File: src/rtl/bka_pipe_adder.sv
// Pipelined Brent-Kung prefix adder/subtractor with valid/ready flow control.
// Optional cuts after bitwise p/g generation and after the up-sweep; the output is always registered.
module bka_pipe_adder #(
  parameter int unsigned WIDTH  = 32,
  parameter int unsigned STAGES = 2
) (
  input  logic             clk,
  input  logic             rst_n,
  input  logic             in_valid,
  output logic             in_ready,
  input  logic [WIDTH-1:0] in_a,
  input  logic [WIDTH-1:0] in_b,
  input  logic             in_cin,
  input  logic             in_sub,
  output logic             out_valid,
  input  logic             out_ready,
  output logic [WIDTH-1:0] out_sum,
  output logic             out_cout,
  output logic             out_ovf
);

  localparam int unsigned LOG_W = $clog2(WIDTH);

  // Up-sweep: combines aligned power-of-two groups in place; returns {P, G}.
  function automatic logic [2*WIDTH-1:0] up_sweep(input logic [WIDTH-1:0] p,
                                                  input logic [WIDTH-1:0] g);
    logic [WIDTH-1:0] pp;
    logic [WIDTH-1:0] gg;
    int unsigned      step;
    int unsigned      half;
    pp = p;
    gg = g;
    for (int unsigned l = 0; l < LOG_W; l++) begin
      half = 32'd1 << l;
      step = 32'd2 << l;
      for (int unsigned i = step - 1; i < WIDTH; i += step) begin
        gg[i] = gg[i] | (pp[i] & gg[i-half]);
        pp[i] = pp[i] & pp[i-half];
      end
    end
    return {pp, gg};
  endfunction

  // Down-sweep: fills in the remaining prefixes so every bit holds [i:0].
  function automatic logic [2*WIDTH-1:0] down_sweep(input logic [WIDTH-1:0] p,
                                                    input logic [WIDTH-1:0] g);
    logic [WIDTH-1:0] pp;
    logic [WIDTH-1:0] gg;
    int unsigned      l;
    int unsigned      step;
    int unsigned      half;
    pp = p;
    gg = g;
    for (int unsigned k = 0; k < LOG_W - 1; k++) begin
      l    = LOG_W - 2 - k;
      half = 32'd1 << l;
      step = 32'd2 << l;
      for (int unsigned i = step + half - 1; i < WIDTH; i += step) begin
        gg[i] = gg[i] | (pp[i] & gg[i-half]);
        pp[i] = pp[i] & pp[i-half];
      end
    end
    return {pp, gg};
  endfunction

  logic             w_en;
  logic [WIDTH-1:0] w_b;
  logic [WIDTH-1:0] w_p0;
  logic [WIDTH-1:0] w_g0;
  logic             w_c00;

  // Global stall: every register in the pipe advances together.
  assign w_en     = !out_valid || out_ready;
  assign in_ready = w_en;

  assign w_b   = in_sub ? ~in_b : in_b;
  assign w_c00 = in_sub | in_cin;
  assign w_p0  = in_a ^ w_b;
  assign w_g0  = in_a & w_b;

  logic [WIDTH-1:0] w_pa;
  logic [WIDTH-1:0] w_ga;
  logic             w_c0a;
  logic             w_va;

  generate
    if (STAGES >= 3) begin : g_cut_pg
      logic [WIDTH-1:0] r_p;
      logic [WIDTH-1:0] r_g;
      logic             r_c0;
      logic             r_v;
      always_ff @(posedge clk) begin
        if (!rst_n)    r_v <= 1'b0;
        else if (w_en) r_v <= in_valid;
      end
      always_ff @(posedge clk) begin
        if (w_en) begin
          r_p  <= w_p0;
          r_g  <= w_g0;
          r_c0 <= w_c00;
        end
      end
      assign w_pa  = r_p;
      assign w_ga  = r_g;
      assign w_c0a = r_c0;
      assign w_va  = r_v;
    end else begin : g_no_cut_pg
      assign w_pa  = w_p0;
      assign w_ga  = w_g0;
      assign w_c0a = w_c00;
      assign w_va  = in_valid;
    end
  endgenerate

  logic [2*WIDTH-1:0] w_up;
  logic [WIDTH-1:0]   w_pb;
  logic [WIDTH-1:0]   w_grp_pb;
  logic [WIDTH-1:0]   w_grp_gb;
  logic               w_c0b;
  logic               w_vb;

  assign w_up = up_sweep(w_pa, w_ga);

  generate
    if (STAGES >= 2) begin : g_cut_up
      logic [WIDTH-1:0] r_p;
      logic [WIDTH-1:0] r_grp_p;
      logic [WIDTH-1:0] r_grp_g;
      logic             r_c0;
      logic             r_v;
      always_ff @(posedge clk) begin
        if (!rst_n)    r_v <= 1'b0;
        else if (w_en) r_v <= w_va;
      end
      always_ff @(posedge clk) begin
        if (w_en) begin
          r_p     <= w_pa;
          r_grp_p <= w_up[2*WIDTH-1:WIDTH];
          r_grp_g <= w_up[WIDTH-1:0];
          r_c0    <= w_c0a;
        end
      end
      assign w_pb     = r_p;
      assign w_grp_pb = r_grp_p;
      assign w_grp_gb = r_grp_g;
      assign w_c0b    = r_c0;
      assign w_vb     = r_v;
    end else begin : g_no_cut_up
      assign w_pb     = w_pa;
      assign w_grp_pb = w_up[2*WIDTH-1:WIDTH];
      assign w_grp_gb = w_up[WIDTH-1:0];
      assign w_c0b    = w_c0a;
      assign w_vb     = w_va;
    end
  endgenerate

  logic [2*WIDTH-1:0] w_dn;
  logic [WIDTH:0]     w_carry;

  // c[i+1] = G[i:0] | P[i:0] & c0, with c[0] = c0.
  assign w_dn    = down_sweep(w_grp_pb, w_grp_gb);
  assign w_carry = {w_dn[WIDTH-1:0] | (w_dn[2*WIDTH-1:WIDTH] & {WIDTH{w_c0b}}), w_c0b};

  always_ff @(posedge clk) begin
    if (!rst_n) begin
      out_valid <= 1'b0;
      out_sum   <= '0;
      out_cout  <= 1'b0;
      out_ovf   <= 1'b0;
    end else if (w_en) begin
      out_valid <= w_vb;
      out_sum   <= w_pb ^ w_carry[WIDTH-1:0];
      out_cout  <= w_carry[WIDTH];
      out_ovf   <= w_carry[WIDTH] ^ w_carry[WIDTH-1];
    end
  end

endmodule
File: config.mk
export PLATFORM = sky130hd
export DESIGN_NAME = bka_pipe_adder
export DESIGN_NICKNAME = d
export VERILOG_FILES = /design/src/rtl/bka_pipe_adder.sv
export SDC_FILE = /design/constraint.sdc
export NUM_CORES = 1
export LEC_CHECK = 0
export CAP_MARGIN = 20
export CORE_ASPECT_RATIO = 0.75
export CORE_MARGIN = 2
export CORE_UTILIZATION = 45
export CTS_BUF_LIST = sky130_fd_sc_hd__clkbuf_4
export CTS_CLUSTER_DIAMETER = 50
export DETAILED_ROUTE_END_ITERATION = 8
export GPL_TIMING_DRIVEN = 0
export PLACE_DENSITY = 0.71
export SLEW_MARGIN = 20
export SYNTH_ARGS = -nofsm -noshare
export SYNTH_HDL_FRONTEND = slang
export SYNTH_SLANG_ARGS = --single-unit
File: constraint.sdc
create_clock -name clk -period 5.8 [get_ports clk]
set_clock_uncertainty 0.1 [all_clocks]
set_input_delay 0.58 -clock clk [delete_from_list [all_inputs] [get_ports clk]]
set_output_delay 0.58 -clock clk [all_outputs]
set_load 0.05 [all_outputs]
==> results_dict.tcl <==
set metrics [dict create \
    avgRoutedWirePerCell_um 16.5 \
    fillerInstances 967 \
    yosys_warnings 0 \
    crit_buf_inv 6 \
    slew_headroom 0.577 \
    finalSetupTns_ns 0 \
    route.detailed.drc 0 \
    syn-num-nets 538 \
    crit_required_ns 5.12 \
    netSwitchingFraction 0.312 \
    gp_congestion 0.772 \
    end_kind "output port" \
    core_mm2 0.0117 \
    synth-edff-count 81 \
    hpwl_um 8880 \
    synthCells 435 \
    drt-met1-wl_um 5350 \
    slowest_stage "clkdlybuf4s50_1" \
    dr_wl_met2_um 5710 \
    crit_path_max_fanout 52 \
    antenna_found_initial 0 \
    worst_slew_pin_slew_ns 0.634 \
    synth_seq_area_share 0.581 \
    slowest_delay_ns 0.86 \
    cts_resized 0 \
    io_buffers 103 \
    max_freq_mhz 233 \
    ff2ff_path_depth 7 \
    io_pins 106 \
    cts-hold-fix-buffers 0 \
    period_needed_ns 4.29 \
    syn_area_mm2 0.00542 \
    power.density_mw_per_mm2 332 \
    p_leak_nw 2.86 \
    combPwrFrac 0.274 \
    grt_usage 0.201 \
    min_period_over_period 0.740 \
    worst-setup-path-type "in -> out" \
    async_reset_ff_frac 0 \
    path_depth 7 \
    fin_hold_ws_ns 0.375 \
    synth_seq_cells 117 \
    r2r_setup_slack_ns 3.24 \
    ant_nets 0 \
    clkPwrFrac 0.246 \
    antennaDiodeCount 0 \
    die_h_um 99.1 \
    drive_gt1_frac 0.0736 \
    grt_pass1_wl_um 19200 \
    p_int_mw 1.59 \
    maxCapViolCount 0 \
    tritoncts "done" \
    drt-pass1-iter-count 4 \
    yosysTopAreaCellShare 0.449 \
    whs_path_depth 2 \
    utilization 0.597 \
    slew_viol_final 0 \
    seqPwrFrac 0.480 \
    crit_top_cell "clkdlybuf4s50_1" \
    status "completed" \
    syn2layout_area_growth_pct 28.2 \
    post-cts-setup-buffers 0 \
    ir_worst_vdd_mv 0.149 \
    ys.flop_type "edfxtp_1" \
    r2r-end "out_sum[10]" \
    ys_types 42 \
    topRoutingLayerUsed "met4" \
    hold_path_class "reg -> reg" \
    initial_core_util 0.465 \
    yosysMostFrequentCell "edfxtp_1" \
    htreeDepth 4 \
    die_area_mm2 0.0130 \
    drt_iter0_drc 191 \
    yosysTopAreaCell "edfxtp_1" \
    numCtsBuffers 17 \
    vias 3788 \
    insertion_delay_ns 0.53 \
    clk_pin_slew_ns 0.09 \
    die_x_um 131 \
    cts_num_sinks 117 \
    via_per_inst 5.17 \
    worst_setup_path_start_kind "input pin" \
    hold_viol 0 \
    synth_common_cells "81 x edfxtp_1, 46 x xor2_1, 36 x dfxtp_1, 33 x ha_1, 28 x nand2_1" \
    crit_family "buffers and inverters" \
    worstPathCellList "clkdlybuf4s50_1 > nor2b_1 > clkinv_1 > clkbuf_1 > clkbuf_4 > buf_16 > clkdlybuf4s50_1" \
    final-setup-viol-count 0 \
    overflow 0 \
    min_to "out_sum[25]" \
    p_switching_uw 721 \
    std_cell_rows 34 \
    min-delay-start "out_sum[25]" \
    nNetsFinal 661 \
    r2r-start "out_valid" \
    syn_avg_cell_area_um2 12.5 \
    rsz0062_at_grt "no" \
    ys_top_cells_by_area "edfxtp_1 45%, dfxtp_1 13%, ha_1 7.6%" \
    wirelength_um 12100 \
    cp.arrival_ns 3.61 \
    clk_path_buf_depth 2 \
    grt_pass1_vias 3940 \
    clockRootBuffer "clkbuf_4" \
    grt_start_max_net_pins 53 \
    met3WireLength_um 817 \
]
[stage by stage]
step                      cell area [um2]  power [mW]  setup WS [ns]  std cells
after floorplan                      5420        1.53           1.18        435
after global placement               6660        1.74          -1.34        700
after CTS                            6950        2.32           1.48        733
after detailed placement             6690        1.76           1.49        701
final                                6950        2.31           1.51        733
after global routing                 6950        2.41           1.31        733
[layout by cell type, fill, tap and decap left out, types with 2 or more instances in the layout]
| cell type | n |
|---|---|
| nand3b_1 | 4 |
| nand4_1 | 4 |
| or3_1 | 5 |
| a21boi_0 | 8 |
| nand3_1 | 22 |
| clkinv_2 | 3 |
| clkinv_1 | 4 |
| buf_2 | 3 |
| o21ai_0 | 26 |
| a221o_1 | 2 |
| clkbuf_4 | 25 |
| or2_2 | 2 |
| bufinv_16 | 2 |
| ha_1 | 33 |
| nor3b_1 | 2 |
| edfxtp_1 | 81 |
| a21o_1 | 24 |
| a31o_2 | 2 |
| clkdlybuf4s50_1 | 103 |
| xor2_1 | 46 |
| and2_1 | 20 |
| xnor2_1 | 10 |
| nand2_1 | 28 |
| and3_1 | 7 |
| nand4b_1 | 9 |
| inv_1 | 7 |
| a21oi_1 | 19 |
| clkbuf_1 | 13 |
| dfxtp_1 | 36 |
| o211ai_1 | 2 |
| and4b_1 | 3 |
[power groups by stage]
stage | clock network (mW) | logic, mW | registers [mW]
3_3_place_gp | 0 | 0.617 | 1.13
4_1_cts | 0.574 | 0.634 | 1.11
2_1_floorplan | 0 | 0.250 | 1.28
6_report | 0.567 | 0.632 | 1.11
5_1_grt | 0.606 | 0.682 | 1.13
3_5_place_dp | 0 | 0.632 | 1.13
[cells by family after synthesis]
| group | Yosys count | share of synthesized area |
|---|---|---|
| flops | 117 | 0.581 |
| simple gates | 112 | 0.120 |
| compound gates | 92 | 0.114 |
| xor+xnor | 56 | 0.0904 |
| fa+ha+maj | 33 | 0.0761 |
| buf+inv | 25 | 0.0180 |
[tightest hold or removal path, cell delays in order (launching register included)]
cell and delay, ns:
dfxtp_1 0.32, nand3_1 0.05, o21ai_0 0.06
[layout make-up]
type	instances	area, um2	area share
multi-input combinational	293	2170	0.312
clock inverter	8	86.3	0.0124
buffer	17	71.3	0.0103
timing repair buffer	104	1060	0.152
inverter	8	30.0	0.00432
clock buffer	24	180	0.0259
tap	162	203	0.0291
sequential	117	3150	0.453
[worst max path at each step]
stage,start,to,slack [ns]
3_3_place_gp,out_ready,in_ready,-1.34
3_5_place_dp,out_ready,in_ready,1.49
6_report,out_ready,in_ready,1.51
2_1_floorplan,out_valid,out_sum[31],1.18
4_1_cts,out_ready,in_ready,1.48
5_1_grt,out_ready,in_ready,1.31
[sequential cells by signal, summed over array words and instances (netlist names)]
| signal | count |
|---|---|
| out_ovf | 1 |
| g_cut_up.r_grp_g | 32 |
| g_cut_up.r_grp_p | 16 |
| out_sum | 32 |
| g_cut_up.r_c0 | 1 |
| out_cout | 1 |
| out_valid | 1 |
| g_cut_up.r_p | 32 |
| g_cut_up.r_v | 1 |
[routing by layer]
| layer | vias up | global-route usage |
|---|---|---|
| met5 | - | 0 |
| met4 | 0 | 0.0827 |
| met3 | 22 | 0.0543 |
| met2 | 134 | 0.326 |
| met1 | 1776 | 0.255 |
| li1 | 1856 | - |
No activity file was read; power rests on OpenSTA's default activity.
